[src/rtl/bridge_rx_if.sv]
// UART-byte input and core-bus output of the receive bridge.
// The bridge is the slave side; the master side drives bytes and observes transactions.
interface bridge_rx_if;
  logic [7:0]  data_i;
  logic        valid_i;
  logic [15:0] addr_o;
  logic [15:0] data_o;
  logic        rw_o;
  logic        valid_o;

  modport slave (
    input  data_i, valid_i,
    output addr_o, data_o, rw_o, valid_o
  );

  modport master (
    output data_i, valid_i,
    input  addr_o, data_o, rw_o, valid_o
  );
endinterface

[src/rtl/bridge_rx.sv]
// Parses ASCII "Raaaa<term>" / "Waaaadddd<term>" requests into single-cycle bus
// transactions; malformed messages are dropped, with R/W resyncing a new message.
module bridge_rx (
  input  logic        clk,
  input  logic        rst,
  bridge_rx_if.slave  bus
);

  typedef enum logic [1:0] {S_IDLE, S_ADDR, S_DATA, S_TERM} state_t;

  state_t      r_state, w_state_n;
  logic [1:0]  r_cnt, w_cnt_n;
  logic [15:0] r_addr_sh, w_addr_sh_n;
  logic [15:0] r_data_sh, w_data_sh_n;
  logic        r_rw, w_rw_n;
  logic        w_commit;

  logic [15:0] r_addr;
  logic [15:0] r_data;
  logic        r_rw_o;
  logic        r_valid;

  logic        w_is_hex;
  logic [3:0]  w_nib;
  logic        w_is_term;
  logic        w_is_r;
  logic        w_is_w;

  always_comb begin
    w_is_hex = 1'b0;
    w_nib    = '0;
    if (bus.data_i >= 8'h30 && bus.data_i <= 8'h39) begin
      w_is_hex = 1'b1;
      w_nib    = bus.data_i[3:0];
    end else if ((bus.data_i >= 8'h41 && bus.data_i <= 8'h46) ||
                 (bus.data_i >= 8'h61 && bus.data_i <= 8'h66)) begin
      w_is_hex = 1'b1;
      w_nib    = bus.data_i[3:0] + 4'd9;
    end
  end

  assign w_is_term = (bus.data_i == 8'h0D) || (bus.data_i == 8'h0A);
  assign w_is_r    = (bus.data_i == 8'h52);
  assign w_is_w    = (bus.data_i == 8'h57);

  always_comb begin
    w_state_n   = r_state;
    w_cnt_n     = r_cnt;
    w_addr_sh_n = r_addr_sh;
    w_data_sh_n = r_data_sh;
    w_rw_n      = r_rw;
    w_commit    = 1'b0;
    if (bus.valid_i) begin
      unique case (r_state)
        S_IDLE: begin
          if (w_is_r || w_is_w) begin
            w_state_n = S_ADDR;
            w_rw_n    = w_is_w;
            w_cnt_n   = '0;
          end
        end
        S_ADDR: begin
          if (w_is_hex) begin
            w_addr_sh_n = {r_addr_sh[11:0], w_nib};
            w_cnt_n     = r_cnt + 2'd1;
            if (r_cnt == 2'd3)
              w_state_n = r_rw ? S_DATA : S_TERM;
          end else begin
            w_state_n = S_IDLE;
          end
        end
        S_DATA: begin
          if (w_is_hex) begin
            w_data_sh_n = {r_data_sh[11:0], w_nib};
            w_cnt_n     = r_cnt + 2'd1;
            if (r_cnt == 2'd3)
              w_state_n = S_TERM;
          end else begin
            w_state_n = S_IDLE;
          end
        end
        S_TERM: begin
          w_state_n = S_IDLE;
          if (w_is_term)
            w_commit = 1'b1;
        end
        default: w_state_n = S_IDLE;
      endcase

      // Any abort (fell back to IDLE without committing) restarts on an R/W byte.
      if (r_state != S_IDLE && w_state_n == S_IDLE && !w_commit) begin
        w_cnt_n = '0;
        if (w_is_r || w_is_w) begin
          w_state_n = S_ADDR;
          w_rw_n    = w_is_w;
        end
      end
    end
  end

  always_ff @(posedge clk or posedge rst) begin
    if (rst) begin
      r_state   <= S_IDLE;
      r_cnt     <= '0;
      r_addr_sh <= '0;
      r_data_sh <= '0;
      r_rw      <= 1'b0;
    end else begin
      r_state   <= w_state_n;
      r_cnt     <= w_cnt_n;
      r_addr_sh <= w_addr_sh_n;
      r_data_sh <= w_data_sh_n;
      r_rw      <= w_rw_n;
    end
  end

  always_ff @(posedge clk or posedge rst) begin
    if (rst) begin
      r_addr  <= '0;
      r_data  <= '0;
      r_rw_o  <= 1'b0;
      r_valid <= 1'b0;
    end else begin
      r_valid <= w_commit;
      if (w_commit) begin
        r_addr <= r_addr_sh;
        r_data <= r_rw ? r_data_sh : '0;
        r_rw_o <= r_rw;
      end
    end
  end

  assign bus.addr_o  = r_addr;
  assign bus.data_o  = r_data;
  assign bus.rw_o    = r_rw_o;
  assign bus.valid_o = r_valid;

endmodule
[src/flat_wrapper.sv]
// flat-port wrapper written by rule: the top's interface ports become plain ports
module bridge_rx_flat 
  (clk, rst, bus_data_i, bus_valid_i, bus_addr_o, bus_data_o, bus_rw_o, bus_valid_o);
  bridge_rx_if bus_i ();
  input  logic clk;
  input  logic rst;
  input wire logic [$bits(bus_i.data_i)-1:0] bus_data_i;
  input wire logic [$bits(bus_i.valid_i)-1:0] bus_valid_i;
  output wire logic [$bits(bus_i.addr_o)-1:0] bus_addr_o;
  output wire logic [$bits(bus_i.data_o)-1:0] bus_data_o;
  output wire logic [$bits(bus_i.rw_o)-1:0] bus_rw_o;
  output wire logic [$bits(bus_i.valid_o)-1:0] bus_valid_o;
  assign bus_i.data_i = bus_data_i;
  assign bus_i.valid_i = bus_valid_i;
  assign bus_addr_o = bus_i.addr_o;
  assign bus_data_o = bus_i.data_o;
  assign bus_rw_o = bus_i.rw_o;
  assign bus_valid_o = bus_i.valid_o;
  bridge_rx u_core (.clk(clk), .rst(rst), .bus(bus_i));
endmodule
[config.mk]
export PLATFORM = sky130hd
export DESIGN_NAME = bridge_rx_flat
export DESIGN_NICKNAME = d
export VERILOG_FILES = /design/src/rtl/bridge_rx_if.sv /design/src/rtl/bridge_rx.sv /design/src/flat_wrapper.sv
export SDC_FILE = /design/constraint.sdc
export NUM_CORES = 1
export LEC_CHECK = 0
export ABC_AREA = 1
export CAP_MARGIN = 25
export CORE_ASPECT_RATIO = 1.4
export CORE_MARGIN = 3
export CORE_UTILIZATION = 56
export CTS_BUF_LIST = sky130_fd_sc_hd__clkbuf_4 sky130_fd_sc_hd__clkbuf_8
export CTS_CLUSTER_DIAMETER = 100
export DETAILED_ROUTE_END_ITERATION = 7
export PLACE_DENSITY = 0.87
export SLEW_MARGIN = 20
export SYNTH_ARGS = -nofsm -noshare
export SYNTH_HDL_FRONTEND = slang
export SYNTH_SLANG_ARGS = --single-unit
[constraint.sdc]
create_clock -name clk -period 3.1 [get_ports clk]
set_clock_uncertainty 0.2 [all_clocks]
set_input_delay 0.465 -clock clk [delete_from_list [all_inputs] [get_ports clk]]
set_output_delay 0.465 -clock clk [all_outputs]
set_load 0.005 [all_outputs]
==> run_results.csv <==
group,metric,value,unit
status,status,"finished, final reports clean",
placed_design,io_buffers,44,
worst_setup_path,critPathMostFrequentCell,"nand2_2",
worst_setup_path,crit_family,"simple AND/OR/NAND/NOR gates",
placed_design,hpwlAfterDp,4.35,mm
finish,areaGrowthSynthToFinish,22.5,%
worst_setup_path,critical_path.slowest_cell,"clkdlybuf4s50_1",
power_and_ir_drop,swShare,25.3,%
power_and_ir_drop,clock_power_share,38.8,%
floorplan,die_height,95.1,microns
clock_tree,clockRootBuffer,"clkbuf_8",
grt,grt_pass1_wl,10.4,mm
clock_tree,clk_pin_slew,0.07,ns
timing,period_share,76.4,%
clock_tree,cts_setup_buffers,0,
finish,layout_common_cells,"105 x nand2_1, 71 x dfrtp_1, 69 x o21ai_0",
worst_setup_path,startpoint_type,"primary input",
timing,tns,0,ns
finish,drive_gt1_share,10.3,%
worst_setup_path,cp_cell_sequence,"clkdlybuf4s50_1, inv_1, ha_1, o21ai_2, nand2_2, nand2_4, nand2_4, nand2_2, nand3_2, nor2_4, nor2_2, nor2_4, nand2_2, nand2_1, nand2_1",
synth,avgSynthCellArea,8.70,sq um
clock_tree,clock-sinks,71,
placed_design,gp_congestion,0.889,
timing,max-slew-margin-rel,72.5,%
synth,seq_area_frac_synth,56.0,%
drt,drt_pass1_iterations,5,
finish,fillers,408,
timing,setup_viol,0,
floorplan,initial_utilization,59.7,%
synth,ys_types,25,
drt,vias,2471,
worst_setup_path,setup.worst_path.end_class,"flip-flop",
flow_run,cap_viol_max_count,0,
clock_tree,clock_path_buffers,2,
timing,hold_viol,0,
worst_setup_path,crit_arrival,2.40,ns
power_and_ir_drop,p_per_area,491,nW/um^2
synth,ys_ff_latch,71,
timing,grt_setup_unrepaired,"false",
grt,antenna_found_initial,0,
timing,period_minus_slack,2.37,ns
finish,fin_nets,432,
worst_setup_path,reg2reg_depth,13,
synth,synthesis.nets,386,
timing,max_freq,0.422,GHz
finish,final_area,3890,sq um
worst_setup_path,reg2reg_slack,1.02,ns
placed_design,place_area,3680,sq um
synth,ys_warn_count,0,
worst_setup_path,critPathRequiredTime,3.14,ns
synth,syn_area,3170,sq um
grt,gr-usage-all-layers,19.9,%
clock_tree,cts_hold_buf,0,
clock_tree,cts_tree,"done",
drt,antenna_left,0,
drt,drc,0,
drt,wl_per_cell,12.5,microns
grt,grt_overflow,0,
clock_tree,post_cts_resize_count,0,
worst_setup_path,critical_path.max_fanout,6,
worst_setup_path,cpPeakStageDelay,0.56,ns
grt,grt_pass1_vias,2443,
timing,drv_slew,0,
worst_setup_path,r2r-end,"u_core.r_cnt[0]",
worst_setup_path,path_class,"primary input to flip-flop",
power_and_ir_drop,leakagePower,1.78,nW
clock_tree,clkLatencyLatePin,0.34,ns
floorplan,ios,45,
worst_setup_path,r2r_start,"u_core.r_state[0]",
floorplan,coreArea,5310,sq um
floorplan,placementRows,31,
power_and_ir_drop,p_seq_share,51.8,%
power_and_ir_drop,comb_power_share,9.4,%
drt,viasPerCell,5.13,
worst_hold_path,hold_class,"primary input to asynchronous set/reset pin",
clock_tree,cts-htree-levels,3,
floorplan,fp.dieW,69.6,microns
drt,routed_wl,6.03,mm
grt,grt_max_degree,57,
finish,final_common_cell,"nand2_1",
power_and_ir_drop,vdd_drop_max,0.276,mV
worst_setup_path,timing.critical_path.buf_inv,2,
floorplan,dieArea,6620,sq um
power_and_ir_drop,p_switching,483,uW
power_and_ir_drop,p_total,1.91,mW
timing,tightest_slew,0.409,ns
power_and_ir_drop,p_int,1.43,mW
finish,antenna_cells,0,
drt,drt_iter0_markers,150,
synth,synthCells,365,
clock_tree,numCtsBuffers,9,
-- registers in the layout, summed over array words and instances, names as in the netlist --
name,flops
u_core.bus.addr_o,16
u_core.bus.data_o,16
u_core.bus.rw_o,1
u_core.bus.valid_o,1
u_core.r_addr_sh,16
u_core.r_cnt,2
u_core.r_data_sh,16
u_core.r_rw,1
u_core.r_state,2
-- metrics by stage --
stage | util, % | hold WS, ns | instances | worst slack, ns
2_1_floorplan | - | 0.242 | 365 | 0.638
3_3_place_gp | 69.3 | 0.251 | 466 | 0.503
3_5_place_dp | 69.3 | 0.262 | 466 | 0.389
4_1_cts | 73.2 | 0.200 | 482 | 0.759
5_1_grt | 73.2 | 0.237 | 482 | 0.577
6_report | 73.2 | 0.203 | 482 | 0.731
-- power by group through the flow --
stage	Sequential (mW)	Combinational, mW	Clock, mW
after CTS	0.987	0.183	0.751
after global placement	1.00	0.172	0
after global routing	0.991	0.209	0.786
final	0.988	0.180	0.741
after detailed placement	1.01	0.182	0
after floorplan	0.990	0.140	0
-- cell type report --
class	instances	area (sq um)	share of cell area (%)
Timing Repair Buffer	49	490	12.6
Clock buffer	11	145	3.73
Inverter	47	176	4.54
Sequential cell	71	1780	45.7
Clock inverter	5	57.6	1.48
Tap cell	66	82.6	2.12
Multi-Input combinational cell	233	1160	29.8
-- layer usage --
metal  vias to the layer above  global-route usage (%)  share of wire, %
li1                       1236                       -                 -
met1                      1162                    22.3                42
met2                        62                    36.9                52
met3                        11                    3.90               3.9
met4                         0                    8.47               2.1
met5                         -                       0                 0
-- kinds of logic after synthesis --
group | after synthesis | synth area share [%]
AND/OR/NAND/NOR | 148 | 20.4
AO/OA/AOI/OAI | 74 | 11.9
flip-flops | 71 | 56.0
buffers and inverters | 61 | 7.53
adder cells (fa/ha/maj) | 10 | 3.94
XOR/XNOR | 1 | 0.276
-- worst max path at each step --
stage               cells after the start          start                   end  slack [ns]
floorplan                               1            rst  u_core.bus.addr_o[0]        0.64
CTS                                    15  bus_data_i[0]       u_core.r_cnt[0]        0.76
detailed placement                     15  bus_data_i[0]       u_core.r_cnt[0]        0.39
finish                                 15  bus_data_i[0]       u_core.r_cnt[0]        0.73
global placement                       15  bus_data_i[0]       u_core.r_cnt[0]        0.50
global route                           15  bus_data_i[1]       u_core.r_cnt[0]        0.58
-- worst reg2reg max path, delay by kind of cell, from the launching register on --
kind	cells	cell delay [ns]
AND/OR/NAND/NOR	10	0.91
flip-flops	1	0.42
adder cells (fa/ha/maj)	1	0.24
buffers and inverters	2	0.19
-- synth_stat cells --
cell | instances | area share [%]
o21ai_1 | 1 | 0.16
inv_1 | 44 | 5.2
buf_2 | 8 | 1.3
dfrtp_1 | 71 | 56
a31oi_1 | 1 | 0.20
a21oi_1 | 1 | 0.16
nor3_2 | 1 | 0.32
nand2_4 | 2 | 0.71
nor2_2 | 2 | 0.39
nand2_2 | 8 | 1.6
nand2_1 | 105 | 12
and3_1 | 1 | 0.20
clkbuf_1 | 6 | 0.71
nand3b_1 | 1 | 0.24
nor3_1 | 1 | 0.16
nand3_1 | 9 | 1.4
o21ai_2 | 1 | 0.28
xor2_1 | 1 | 0.28
nor2_1 | 14 | 1.7
o21ai_0 | 69 | 11
nor2_4 | 2 | 0.71
nand3_2 | 2 | 0.63
ha_1 | 10 | 3.9
o22ai_1 | 1 | 0.20
inv_2 | 3 | 0.35
No activity file was read; power rests on OpenSTA's default activity.
